===== config.mk =====
export PLATFORM = sky130hd
export DESIGN_NAME = bch_chien_corrector
export DESIGN_NICKNAME = d
export VERILOG_FILES = /design/src/rtl/bch_pkg.sv /design/src/rtl/gf16_mul.sv /design/src/rtl/bch_chien_corrector.sv
export SDC_FILE = /design/constraint.sdc
export NUM_CORES = 1
export LEC_CHECK = 0
export ABC_AREA = 1
export CAP_MARGIN = 20
export CORE_UTILIZATION = 50
export DETAILED_ROUTE_END_ITERATION = 10
export PLACE_DENSITY_LB_ADDON = 0.1
export SLEW_MARGIN = 20
export SYNTH_ARGS = -nofsm -noshare
export SYNTH_HDL_FRONTEND = slang
export SYNTH_HIERARCHICAL = 1
export SYNTH_SLANG_ARGS = --single-unit

===== constraint.sdc =====
create_clock -name clk -period 4.05 [get_ports clk]
set_input_delay 0.81 -clock clk [delete_from_list [all_inputs] [get_ports clk]]
set_output_delay 0.81 -clock clk [all_outputs]
set_load 0.02 [all_outputs]

===== src/rtl/bch_pkg.sv =====
// Shared constants, GF(16) helper functions and FSM state type for the
// BCH(15,7) Chien-search corrector.
package bch_pkg;

  localparam int N = 15;
  localparam int M = 4;
  localparam logic [M:0] PRIM_POLY = 5'b10011;  // x^4 + x + 1

  typedef enum logic [1:0] {IDLE, SOLVE, SEARCH, DONE} state_t;

  function automatic logic [M-1:0] alpha_pow(input logic [3:0] e);
    case (e)
      4'd0:    alpha_pow = 4'h1;
      4'd1:    alpha_pow = 4'h2;
      4'd2:    alpha_pow = 4'h4;
      4'd3:    alpha_pow = 4'h8;
      4'd4:    alpha_pow = 4'h3;
      4'd5:    alpha_pow = 4'h6;
      4'd6:    alpha_pow = 4'hC;
      4'd7:    alpha_pow = 4'hB;
      4'd8:    alpha_pow = 4'h5;
      4'd9:    alpha_pow = 4'hA;
      4'd10:   alpha_pow = 4'h7;
      4'd11:   alpha_pow = 4'hE;
      4'd12:   alpha_pow = 4'hF;
      4'd13:   alpha_pow = 4'hD;
      4'd14:   alpha_pow = 4'h9;
      default: alpha_pow = 4'h1;
    endcase
  endfunction

  // Discrete log; log(0) is undefined and returns 0.
  function automatic logic [3:0] gf_log(input logic [M-1:0] x);
    gf_log = 4'd0;
    for (int k = 0; k < N; k++)
      if (alpha_pow(4'(k)) == x) gf_log = 4'(k);
  endfunction

  function automatic logic [M-1:0] gf_inv(input logic [M-1:0] x);
    case (x)
      4'h1:    gf_inv = 4'h1;
      4'h2:    gf_inv = 4'h9;
      4'h3:    gf_inv = 4'hE;
      4'h4:    gf_inv = 4'hD;
      4'h5:    gf_inv = 4'hB;
      4'h6:    gf_inv = 4'h7;
      4'h7:    gf_inv = 4'h6;
      4'h8:    gf_inv = 4'hF;
      4'h9:    gf_inv = 4'h2;
      4'hA:    gf_inv = 4'hC;
      4'hB:    gf_inv = 4'h5;
      4'hC:    gf_inv = 4'hA;
      4'hD:    gf_inv = 4'h4;
      4'hE:    gf_inv = 4'h3;
      4'hF:    gf_inv = 4'h8;
      default: gf_inv = 4'h0;
    endcase
  endfunction

endpackage


===== src/rtl/gf16_mul.sv =====
// Combinational GF(16) multiplier: carry-less product reduced modulo x^4+x+1.
module gf16_mul
  import bch_pkg::*;
(
  input  logic [M-1:0] a,
  input  logic [M-1:0] b,
  output logic [M-1:0] p
);

  localparam int PW = 2 * M - 1;

  logic [PW-1:0] prod;

  always_comb begin
    // NOTE: prod gets its default first, so the loops below cannot infer a latch.
    prod = '0;
    for (int i = 0; i < M; i++)
      if (b[i]) prod = prod ^ (PW'(a) << i);
    for (int k = PW - 1; k >= M; k--)
      if (prod[k]) prod = prod ^ (PW'(PRIM_POLY) << (k - M));
  end

  assign p = prod[M-1:0];

endmodule


===== src/rtl/bch_chien_corrector.sv =====
// BCH(15,7) t=2 corrector: solves the error locator from S1/S3, runs a
// serial Chien search (one position per cycle) and returns the fixed word.
module bch_chien_corrector #(
  parameter int N        = 15,
  parameter int M        = 4,
  parameter bit CHECK_S2 = 1'b1
) (
  input  logic         clk,
  input  logic         rst_n,
  input  logic         in_valid,
  output logic         in_ready,
  input  logic [N-1:0] codeword,
  input  logic [M-1:0] S1,
  input  logic [M-1:0] S2,
  input  logic [M-1:0] S3,
  output logic         out_valid,
  input  logic         out_ready,
  output logic [N-1:0] corrected,
  output logic [1:0]   err_count,
  output logic         uncorrectable
);
  import bch_pkg::*;

  if (N != bch_pkg::N || M != bch_pkg::M) begin : g_bad_param
    $error("bch_chien_corrector supports only N=15, M=4");
  end

  // Chien step constants: multiply by alpha^14 (alpha^-1) and alpha^13 (alpha^-2).
  function automatic logic [M-1:0] mul_a14(input logic [M-1:0] x);
    return {x[0], x[3], x[2], x[1] ^ x[0]};
  endfunction

  function automatic logic [M-1:0] mul_a13(input logic [M-1:0] x);
    return mul_a14(mul_a14(x));
  endfunction

  state_t       state, state_n;
  logic [N-1:0] cw_q, mask, mask_n, corr_q;
  logic [M-1:0] s1_q, s2_q, s3_q, term1, term2;
  logic [M-1:0] s1_sq, s1_cu, s1_inv, sigma2;
  logic [3:0]   idx;
  logic [1:0]   roots, roots_n, deg, err_q;
  logic         unc_q, in_ready_q;
  logic         s1_zero, s2_bad, early, early_unc, hit, last;

  assign s1_inv = gf_inv(s1_q);

  gf16_mul u_sq  (.a(s1_q),         .b(s1_q),   .p(s1_sq));
  gf16_mul u_cu  (.a(s1_sq),        .b(s1_q),   .p(s1_cu));
  gf16_mul u_sig (.a(s3_q ^ s1_cu), .b(s1_inv), .p(sigma2));

  always_comb begin
    s1_zero   = (s1_q == '0);
    s2_bad    = CHECK_S2 && (s2_q != s1_sq);
    early     = s1_zero || s2_bad;
    early_unc = s1_zero ? (s3_q != '0) : s2_bad;
    hit       = ((4'h1 ^ term1 ^ term2) == '0);
    roots_n   = (hit && roots != 2'd3) ? roots + 2'd1 : roots;
    mask_n    = mask | (N'(hit) << idx);
    last      = (idx == 4'(N - 1));
  end

  always_comb begin
    state_n = state;
    case (state)
      IDLE:    if (in_valid && in_ready_q) state_n = SOLVE;
      SOLVE:   state_n = early ? DONE : SEARCH;
      SEARCH:  if (last) state_n = DONE;
      DONE:    if (out_ready) state_n = IDLE;
      default: state_n = IDLE;
    endcase
  end

  // NOTE: datapath registers are reset too, so an aborted word leaves no residue.
  always_ff @(posedge clk or negedge rst_n) begin
    if (!rst_n) begin
      state      <= IDLE;
      in_ready_q <= 1'b0;
      cw_q       <= '0;
      s1_q       <= '0;
      s2_q       <= '0;
      s3_q       <= '0;
      term1      <= '0;
      term2      <= '0;
      idx        <= '0;
      roots      <= '0;
      mask       <= '0;
      deg        <= '0;
      corr_q     <= '0;
      err_q      <= '0;
      unc_q      <= 1'b0;
    end else begin
      // NOTE: non-blocking updates, so every register samples pre-edge values.
      state      <= state_n;
      in_ready_q <= (state_n == IDLE);
      case (state)
        IDLE: if (in_valid && in_ready_q) begin
          cw_q <= codeword;
          s1_q <= S1;
          s2_q <= S2;
          s3_q <= S3;
        end
        SOLVE: if (early) begin
          corr_q <= cw_q;
          err_q  <= 2'd0;
          unc_q  <= early_unc;
        end else begin
          term1 <= s1_q;
          term2 <= sigma2;
          idx   <= '0;
          roots <= '0;
          mask  <= '0;
          deg   <= (sigma2 != '0) ? 2'd2 : 2'd1;
        end
        SEARCH: begin
          term1 <= mul_a14(term1);
          term2 <= mul_a13(term2);
          idx   <= idx + 4'd1;
          roots <= roots_n;
          mask  <= mask_n;
          if (last) begin
            if (roots_n == deg) begin
              corr_q <= cw_q ^ mask_n;
              err_q  <= deg;
              unc_q  <= 1'b0;
            end else begin
              corr_q <= cw_q;
              err_q  <= 2'd0;
              unc_q  <= 1'b1;
            end
          end
        end
        default: ;
      endcase
    end
  end

  assign in_ready      = in_ready_q;
  assign out_valid     = (state == DONE);
  assign corrected     = corr_q;
  assign err_count     = err_q;
  assign uncorrectable = unc_q;

endmodule


==> results of run 1 <==
[cells in the final DEF (no fill, tap or decap), types with 7 or more instances in the layout]
cell and instances:
o21ai_0 21, nand3_1 58, nor2_1 44, clkbuf_8 9, nand2_2 17, clkdlybuf4s50_1 49, xor2_1 22, mux2_2 8
nand4_1 11, inv_1 76, o21ai_1 11, xnor2_1 9, ha_1 15, nor2_2 7, nand2_1 217, dfrtp_1 78
buf_4 10, a21oi_1 42
[final timing paths]
path | from | to | slack (ps) | cells past startpoint
worst min register to register | corrected[2] | corrected[2] | 490 | 2
worst max-delay path | s1_q[1] | deg[1] | 330 | 22
worst min-delay path | rst_n | s1_q[3] | 460 | 1
min in group clk | corrected[2] | corrected[2] | 490 | 2
max in group asynchronous | rst_n | corrected[12] | 3060 | 1
worst max register to register | s1_q[1] | deg[1] | 330 | 22
[state kept, by name, summed over array words and instances, names as in the netlist, 4 cells and up]
| signal | count |
|---|---|
| term2 | 4 |
| term1 | 4 |
| s2_q | 4 |
| s3_q | 4 |
| cw_q | 15 |
| idx | 4 |
| s1_q | 4 |
| mask | 15 |
| corrected | 15 |
[per-layer routing]
layer	part of all wire (%)	wire length [um]	global-route usage (%)	vias up
li1	-	-	-	2390
met1	51	6140	33.5	2190
met2	45	5480	36.4	72
met3	2.7	328	3.37	9
met4	1.3	155	8.45	0
met5	0	0	0	-
[cell families after synthesis]
| group | count (synthesis) |
|---|---|
| AOI/OAI and AO/OA | 94 |
| xor gates and xnor gates | 37 |
| adders and majority gates | 15 |
| buffers and inverters | 102 |
| DFF | 79 |
| muxes | 8 |
| and+or+nand+nor | 376 |
[layout make-up]
| class | count | share of cell area (%) |
|---|---|---|
| clock buffers | 10 | 2.07 |
| clock inverters | 6 | 1.50 |
| flip-flops and latches | 79 | 32.2 |
| repair buffers | 61 | 9.82 |
| inverters | 82 | 5.08 |
| well taps | 136 | 2.77 |
| multi-input cells | 530 | 46.6 |
[cells in the mapped netlist, types with 2 or more instances]
cell type  count  area share, %
a21oi_1       42            4.0
a31oi_1        6           0.71
buf_2          2           0.19
buf_6          3           0.64
clkbuf_1      11           0.78
dfrtp_1       79             37
ha_1          15            3.6
inv_1         76            5.4
inv_2          3           0.21
inv_4          2           0.24
mux2_2         8            1.7
nand2_1      217             15
nand2_2       17            2.0
nand3_1       58            5.5
nand3_4        2           0.66
nand3b_1       6           0.85
nand4_1       11            1.3
nor2_1        44            3.1
nor2_2         7           0.83
nor2_4         4           0.85
nor3_1         3           0.28
o211ai_1       4           0.57
o21ai_0       21            2.0
o21ai_1       11            1.0
o221ai_1       2           0.33
o22ai_1        2           0.24
or2_2          2           0.24
xnor2_1        9            1.5
xnor2_2        6            1.8
xor2_1        22            3.6
[per-stage QoR]
step,utilization (%),instance area (um^2)
4_1_cts,59.5,6120
6_report,59.9,6150
3_5_place_dp,57.4,5900
3_3_place_gp,57.4,5900
5_1_grt,59.9,6150
2_1_floorplan,-,5280
==> summary.txt, run 1 <==
Outcome
  – Status: finished, final reports clean

STA
  – RSZ-0062 raised after global routing: false
  – Final Max Slew Viols: 0
  – Final hold viol count: 0
  – Worst hold slack: 463 ps
  – Fmax: 0.269 GHz
  – Slew @ Worst Pin: 875 ps
  – Fin Setup TNS: 0 ps
  – Fin crit period: 3720 ps
  – Setup ws final: 335 ps
  – Slew HR: 41.5%
  – Final setup fails: 0
  – Tcrit/Tclk final: 91.7%
  – Clk_skew: 11.3 ps

Synthesis
  – Yosys cell types: 46
  – Sequential share of the synthesized area: 37.4%
  – Simple-Gate Fraction of Synth Area: 32.1%
  – Yosys Warn Count: 6
  – Mux cell area share after synthesis: 1.71%
  – Mapped Nets: 757
  – Ys async rst share: 100%
  – Adder-Cell Fraction of Synth Area: 3.55%
  – Cell count after synthesis: 711
  – Complex-gate fraction of the synthesized area: 9.93%
  – Post-Syn Area: 5280 um^2
  – Xor and xnor area share after synthesis: 6.99%
  – Largest family of logic cells by synthesized area: simple AND/OR/NAND/NOR gates
  – Mapped Avg Cell Area: 7.43 um^2
  – Synth Flop Type: dfrtp_1
  – #FFs+latches synth: 79
  – Post-synth EDFFs: 0

Worst setup path
  – Critical Path RT: 4320 ps
  – Crit-path max FO: 12
  – Critical path endpoint category: flip-flop
  – Critical path's top delay family: simple AND/OR/NAND/NOR gates
  – Largest stage delay on the critical path: 560 ps
  – Sum of buffers and inverters on the critical path: 0
  – Critical path arrival: 3980 ps
  – CP Class: flip-flop to flip-flop
  – Cell mode on critical path: nand2_1
  – Slowest cell on crit path: dfrtp_1
  – Worst path cell trace: nand2_1, nand3b_1, nand2_1, xor2_1, nand2_1, nand3_1, nand2_1, nor2_1, nor2_1, nand2_1, nand2_1, xor2_1, nand2_1, nand3_1, nand2_1, nor2_1, nor2_1, nand2_1, nand2_1, nor4_1, nand2_1, o21a_1
  – CP Launch Type: flip-flop

Detailed routing
  – Remaining DRCs: 0
  – Initial DRT Pass Iterations: 4
  – Post-route ant nets: 0
  – Via Count: 4661
  – WL/cell: 13.4 um
  – Drt total wl: 12.1 mm
  – DR iter-0 viols: 236
  – Via density: 5.16

Floorplanning
  – Die height: 105 um
  – Std-Cell Rows: 37
  – Die ar.: 11000 um^2
  – Top-level port count: 51
  – Initial Util: 51.4%
  – Die W: 105 um
  – Core region area: 10300 um^2

Placed design
  – Place WS: 185 ps
  – DP Cell Count: 887
  – Final Wtd Congestion: 0.806
  – Port bufs: 50
  – Detail Placement HPWL: 8.46 mm

Final layout
  – ANT cells: 0
  – Area growth from synthesis to layout: 16.5%
  – Final #Nets: 809
  – Multi-input gate area: 2870 um^2
  – Share of layout cells above drive strength 1: 10.8%
  – Final non-filler cell total: 904
  – Filler cell count: 954
  – Register Area: 1980 um^2

CTS
  – Setup Buffers After CTS: 0
  – Root Buffer: clkbuf_8
  – # H-tree levels: 3
  – CTS resizes: 0
  – CTS buffer count: 9
  – CTS tree: built
  – Clock transition at path regs: 80 ps
  – Clock Latency Late Sink: 370 ps
  – Clock sinks: 79
  – Clk buf depth: 2
  – Hold-fix buffers, CTS: 0

GRT
  – Largest net degree at the start of global routing: 80
  – Initial antenna violation count: 0
  – Total GRT Usage: 23.5%
  – Grt total ovfl: 0
  – Vias in the first global route: 4389
  – First-pass GRT wire length: 20.6 mm

Job
  – Max capacitance violation total: 0

Worst hold path
  – Worst min path class: primary input to async pin
Power of run 1 is left out: the tool's default activity adds up to more than one toggle a clock period on the data nets, which glitch-free logic cannot reach.
==> run 2: changes to the inputs <==
--- a/config.mk
+++ b/config.mk
@@ -9,7 +9,7 @@
 export CAP_MARGIN = 20
 export CORE_UTILIZATION = 50
 export DETAILED_ROUTE_END_ITERATION = 10
-export PLACE_DENSITY_LB_ADDON = 0.1
+export PLACE_DENSITY = 0.7
 export SLEW_MARGIN = 20
 export SYNTH_ARGS = -nofsm -noshare
 export SYNTH_HDL_FRONTEND = slang
==> summary.txt, run 2 (synthesis results as in run 1) <==
Outcome
  – Status: finished, final reports clean

STA
  – Fmax: 0.274 GHz (+2.0%)
  – Clk_skew: 9.60 ps (-1.69 ps)
  – Setup ws final: 407 ps (+72.0 ps)
  – Final setup fails: 0 (unchanged)
  – Fin Setup TNS: 0 ps (unchanged)
  – Fin crit period: 3640 ps (-72.0 ps)
  – Final hold viol count: 0 (unchanged)
  – Final Max Slew Viols: 0 (unchanged)
  – RSZ-0062 raised after global routing: false
  – Tcrit/Tclk final: 90.0% (-1.8 points)
  – Slew @ Worst Pin: 889 ps (+14.5 ps)
  – Slew HR: 40.5% (-0.97 points)

Floorplanning
  – Core region area: 10300 um^2 (unchanged)
  – Std-Cell Rows: 37 (unchanged)
  – Die W: 105 um (unchanged)
  – Die height: 105 um (unchanged)
  – Die ar.: 11000 um^2 (unchanged)
  – Initial Util: 51.4% (unchanged)
  – Top-level port count: 51 (unchanged)

Worst setup path
  – CP Launch Type: flip-flop
  – Reg-to-reg startpoint: s1_q[0]
  – Critical Path Start: s1_q[0]
  – Crit-path max FO: 12 (unchanged)
  – Worst path cell trace: nand2_1, xor2_1, nand2_1, nand2_1, nand2_1, nand2_1, nand2_2, nand2_2, inv_1, nor2_2, nor2_1, nor2_1, nand2_1, nand2_1, xor2_1, nand2_1, xor2_1, nand2_1, nand2_1, nand2_1, nand2_1, nor4_1, nand2_1, o21a_1
  – Largest stage delay on the critical path: 580 ps (+20 ps)
  – Slowest cell on crit path: dfrtp_1
  – R2r worst-path depth: 24 (+9.1%)
  – Critical Path RT: 4300 ps (-20 ps)
  – R2R Setup Slk: 410 ps (+70 ps)
  – Reg-to-reg endpoint: deg[1]
  – Worst setup endpoint: deg[1]
  – Cell mode on critical path: nand2_1
  – CP Class: flip-flop to flip-flop
  – Critical path endpoint category: flip-flop
  – Critical path arrival: 3900 ps (-80 ps)

CTS
  – Setup Buffers After CTS: 0 (unchanged)
  – Clock Latency Late Sink: 360 ps (about the same)
  – CTS buffer count: 9 (unchanged)
  – # H-tree levels: 3 (unchanged)
  – Clock transition at path regs: 90 ps (about the same)
  – Clock sinks: 79 (unchanged)
  – Hold-fix buffers, CTS: 0 (unchanged)
  – Clk buf depth: 2 (unchanged)
  – CTS tree: built
  – Root Buffer: clkbuf_8

GRT
  – Vias in the first global route: 4407 (+0.41%)
  – GRT met3 Usage: 3.74% (+0.37 points)
  – Largest net degree at the start of global routing: 80 (unchanged)
  – Grt total ovfl: 0 (unchanged)
  – First-pass GRT wire length: 20.0 mm (-3.0%)
  – Initial antenna violation count: 0 (unchanged)
  – Met1 usage: 30.8% (-2.7 points)
  – M2 GR Usage: 36.9% (+0.52 points)
  – Total GRT Usage: 22.5% (-1.0 points)
  – Gr busiest metal: met2

Final layout
  – Most common cell after layout, fill and taps aside: nand2_1
  – ANT cells: 0 (unchanged)
  – Share of layout cells above drive strength 1: 10.6% (-0.21 points)
  – Most frequent cells in the layout: nand2_1 (217), dfrtp_1 (77), inv_1 (76), nand3_1 (58), clkdlybuf4s50_1 (49)
  – Fin util: 59.5% (-0.40 points)
  – Final #Nets: 806 (-0.37%)
  – Area growth from synthesis to layout: 15.7%

Detailed routing
  – Drt total wl: 11.7 mm (-3.2%)
  – Post-route ant nets: 0 (unchanged)
  – Via Count: 4708 (+1.0%)
  – Via density: 5.23 (+1.5%)
  – Remaining DRCs: 0 (unchanged)
  – DR iter-0 viols: 372 (+58%)
  – WL/cell: 13.0 um (-2.7%)
  – Initial DRT Pass Iterations: 5 (+1)

Job
  – Max capacitance violation total: 0 (unchanged)

Worst hold path
  – Worst min path class: primary input to async pin

Placed design
  – Place WS: 345 ps (+159 ps)
  – Final Wtd Congestion: 0.843 (+4.6%)
  – Port bufs: 50 (unchanged)
  – Detail Placement HPWL: 8.43 mm (-0.40%)
## run 2: cell count changes in the layout (fill, tap and decap cells not counted), sizes merged
cell      previous run  this run
inv                 83        81
clkinvlp             2         0
clkinv               1         4
buf                 12         9
## run 2: worst min-delay path by stage
stage,start,end,slack (ps),depth (start not counted)
after detailed placement,corrected[12],corrected[12],460,2
after CTS,corrected[1],corrected[1],500,2
final,rst_n,corrected[0],460,1
after floorplan,mask[0],mask[0],490,2
after global placement,corrected[14],corrected[14],460,2
after global routing,corrected[1],corrected[1],510,2
## run 2: through the flow
stage               area [um^2]  std cells  hold WS [ps]
global placement           5880        885           463
CTS                        6100        900           497
detailed placement         5880        885           464
floorplan                  5280        711           486
global route               6110        900           510
finish                     6110        900           464
## run 2: layout make-up
cell class	count	area (um^2)
Fill cell	963	4170
Multi-Input combinational cell	530	2870
Sequential cell	79	1980
Timing Repair Buffer	58	562
Inverter	82	313
Tap cell	136	170
Clock buffer	10	138
Clock inverter	5	82.6
## run 2: critical path: cells and delay by family (launching register included)
kind	cells	cell delay [ps]
simple gates	19	2070
xor+xnor	3	730
flops	1	580
compound gates	1	120
buf+inv	1	50
## run 2: routing by layer
metal,vias to the layer above,routed length [um]
met3,10,490
met4,0,134
met2,115,5380
met5,-,0
li1,2376,-
met1,2207,5710
## run 2: what timing repair did
| item | in CTS | in global routing |
|---|---|---|
| resized for setup | 0 | 2 |
| setup endpoints to repair | 0 | 2 |
| endpoints found under the hold margin | 0 | 0 |
Power of run 2 is left out for the same reason.
==> run 3: changes to the inputs <==
--- a/config.mk
+++ b/config.mk
@@ -7,9 +7,10 @@
 export LEC_CHECK = 0
 export ABC_AREA = 1
 export CAP_MARGIN = 20
+export CORE_MARGIN = 2
 export CORE_UTILIZATION = 50
 export DETAILED_ROUTE_END_ITERATION = 10
-export PLACE_DENSITY = 0.7
+export PLACE_DENSITY = 0.71
 export SLEW_MARGIN = 20
 export SYNTH_ARGS = -nofsm -noshare
 export SYNTH_HDL_FRONTEND = slang
==> summary.txt, run 3 (synthesis results as in run 1) <==
Floorplanning
  – Initial Util: 51.4% (unchanged)
  – Die height: 107 um (+1.9%)
  – Die W: 107 um (+1.9%)
  – Die ar.: 11400 um^2 (+3.9%)
  – Core region area: 10300 um^2 (unchanged)
  – Top-level port count: 51 (unchanged)
  – Std-Cell Rows: 37 (unchanged)

GRT
  – Grt total ovfl: 0 (unchanged)
  – First-pass GRT wire length: 20.6 mm (+3.0%)
  – Total GRT Usage: 22.2% (-0.26 points)
  – Initial antenna violation count: 0 (unchanged)
  – Largest net degree at the start of global routing: 80 (unchanged)
  – Vias in the first global route: 4529 (+2.8%)

Detailed routing
  – Remaining DRCs: 0 (unchanged)
  – DR iter-0 viols: 267 (-28%)
  – Drt total wl: 12.0 mm (+2.5%)
  – Via density: 5.22 (-0.18%)
  – WL/cell: 13.4 um (+2.8%)
  – Via Count: 4689 (-0.40%)
  – Post-route ant nets: 0 (unchanged)
  – Initial DRT Pass Iterations: 5 (unchanged)

Final layout
  – ANT cells: 0 (unchanged)
  – Register Area: 1980 um^2 (+0.13%)
  – Most common cell after layout, fill and taps aside: nand2_1
  – Most frequent cells in the layout: nand2_1 (217), inv_1 (76), dfrtp_1 (75), nand3_1 (58), clkdlybuf4s50_1 (49)
  – Final #Nets: 803 (-0.37%)
  – Final non-filler cell total: 898 (-0.22%)
  – Multi-input gate area: 2870 um^2 (+0.26%)
  – Share of layout cells above drive strength 1: 10.6% (+0.028 points)
  – Fin util: 59.3% (-0.12 points)
  – Filler cell count: 954 (-0.93%)
  – Area growth from synthesis to layout: 15.5%

Worst setup path
  – Cell mode on critical path: nand2_1
  – Reg-to-reg startpoint: s1_q[2]
  – Critical Path RT: 4290 ps (about the same)
  – CP Class: flip-flop to flip-flop
  – Worst path cell trace: nand2_1, xor2_1, nand2_1, nand2_1, nand2_1, nand2_1, nand2_2, nor2_2, inv_1, nand2_2, nor2_1, nor2_1, nand2_1, nand2_1, xor2_1, nand2_1, xor2_1, nand2_1, nand2_1, nand2_1, nand2_1, nor4_1, nand2_1, o21a_1
  – Critical path's top delay family: simple AND/OR/NAND/NOR gates
  – CP Launch Type: flip-flop
  – Reg-to-reg endpoint: deg[1]
  – Critical path arrival: 3920 ps (+20 ps)
  – R2r worst-path depth: 24 (unchanged)
  – Crit-path max FO: 16 (+4)
  – Slowest cell on crit path: dfrtp_2
  – Critical Path Start: s1_q[2]
  – Critical path endpoint category: flip-flop
  – R2R Setup Slk: 380 ps (-30 ps)
  – Sum of buffers and inverters on the critical path: 1 (unchanged)
  – Largest stage delay on the critical path: 560 ps (-20 ps)

Placed design
  – Port bufs: 50 (unchanged)
  – DP Cell Count: 882 (-0.34%)
  – Final Wtd Congestion: 0.837 (-0.72%)
  – Detail Placement HPWL: 8.50 mm (+0.90%)

CTS
  – Clock transition at path regs: 90 ps (about the same)
  – Hold-fix buffers, CTS: 0 (unchanged)
  – CTS buffer count: 9 (unchanged)
  – Clock Latency Late Sink: 350 ps (about the same)
  – # H-tree levels: 3 (unchanged)
  – CTS tree: built
  – Setup Buffers After CTS: 0 (unchanged)
  – Clock sinks: 79 (unchanged)
  – Clk buf depth: 2 (unchanged)
  – Root Buffer: clkbuf_8
  – CTS resizes: 0 (unchanged)

STA
  – Final hold viol count: 0 (unchanged)
  – Fin crit period: 3670 ps (+29.9 ps)
  – Clk_skew: 13.0 ps (+3.39 ps)
  – Slew HR: 39.7% (-0.81 points)
  – Fin Setup TNS: 0 ps (unchanged)
  – Fmax: 0.272 GHz (-0.81%)
  – RSZ-0062 raised after global routing: false
  – Tcrit/Tclk final: 90.7% (+0.74 points)
  – Final Max Slew Viols: 0 (unchanged)
  – Slew @ Worst Pin: 901 ps (+12.1 ps)
  – Final setup fails: 0 (unchanged)

Outcome
  – Status: finished, final reports clean

Worst hold path
  – Worst min path class: primary input to async pin

Job
  – Max capacitance violation total: 0 (unchanged)
[run 3: cell count changes in the layout (fill, tap and decap cells not counted), sizes merged]
| cell | previous run | this run |
|---|---|---|
| clkinv | 4 | 1 |
| clkinvlp | 0 | 2 |
| inv | 81 | 83 |
| buf | 9 | 6 |
[run 3: cell type report]
class	count	area share, %
Inverter	82	5.13
Sequential cell	79	32.5
Clock inverter	6	1.52
Multi-Input combinational cell	530	47.1
Tap cell	136	2.79
Timing Repair Buffer	55	8.84
Clock buffer	10	2.09
[run 3: worst reg2reg max path: cells and delay by family (launching register included)]
family                    cells  cell delay, ps
DFF                           1             560
xor gates and xnor gates      3             750
AOI/OAI and AO/OA             1             130
and+or+nand+nor              19            2060
buffers and inverters         1              70
[run 3: per-stage QoR]
stage	area [um^2]	setup slack [ps]	hold slack, ps
floorplan	5280	697	486
global route	6100	0.226	508
finish	6100	377	486
detailed placement	5860	213	465
global placement	5860	378	461
CTS	6080	189	490
[run 3: how the worst max path moves through the flow]
| stage | to | slack [ps] | cells past startpoint |
|---|---|---|---|
| 3_5_place_dp | deg[1] | 210 | 25 |
| 5_1_grt | deg[1] | 0.2 | 23 |
| 3_3_place_gp | deg[1] | 380 | 24 |
| 6_report | deg[1] | 380 | 24 |
| 2_1_floorplan | deg[1] | 700 | 21 |
| 4_1_cts | deg[1] | 190 | 25 |
[run 3: per-layer routing]
metal	share of wire (%)	track usage, %	vias up
li1	-	-	2365
met1	49	30.5	2216
met2	47	36.8	93
met3	3.3	2.98	15
met4	1.5	6.59	0
met5	0	0	-
Power of run 3 is left out for the same reason.
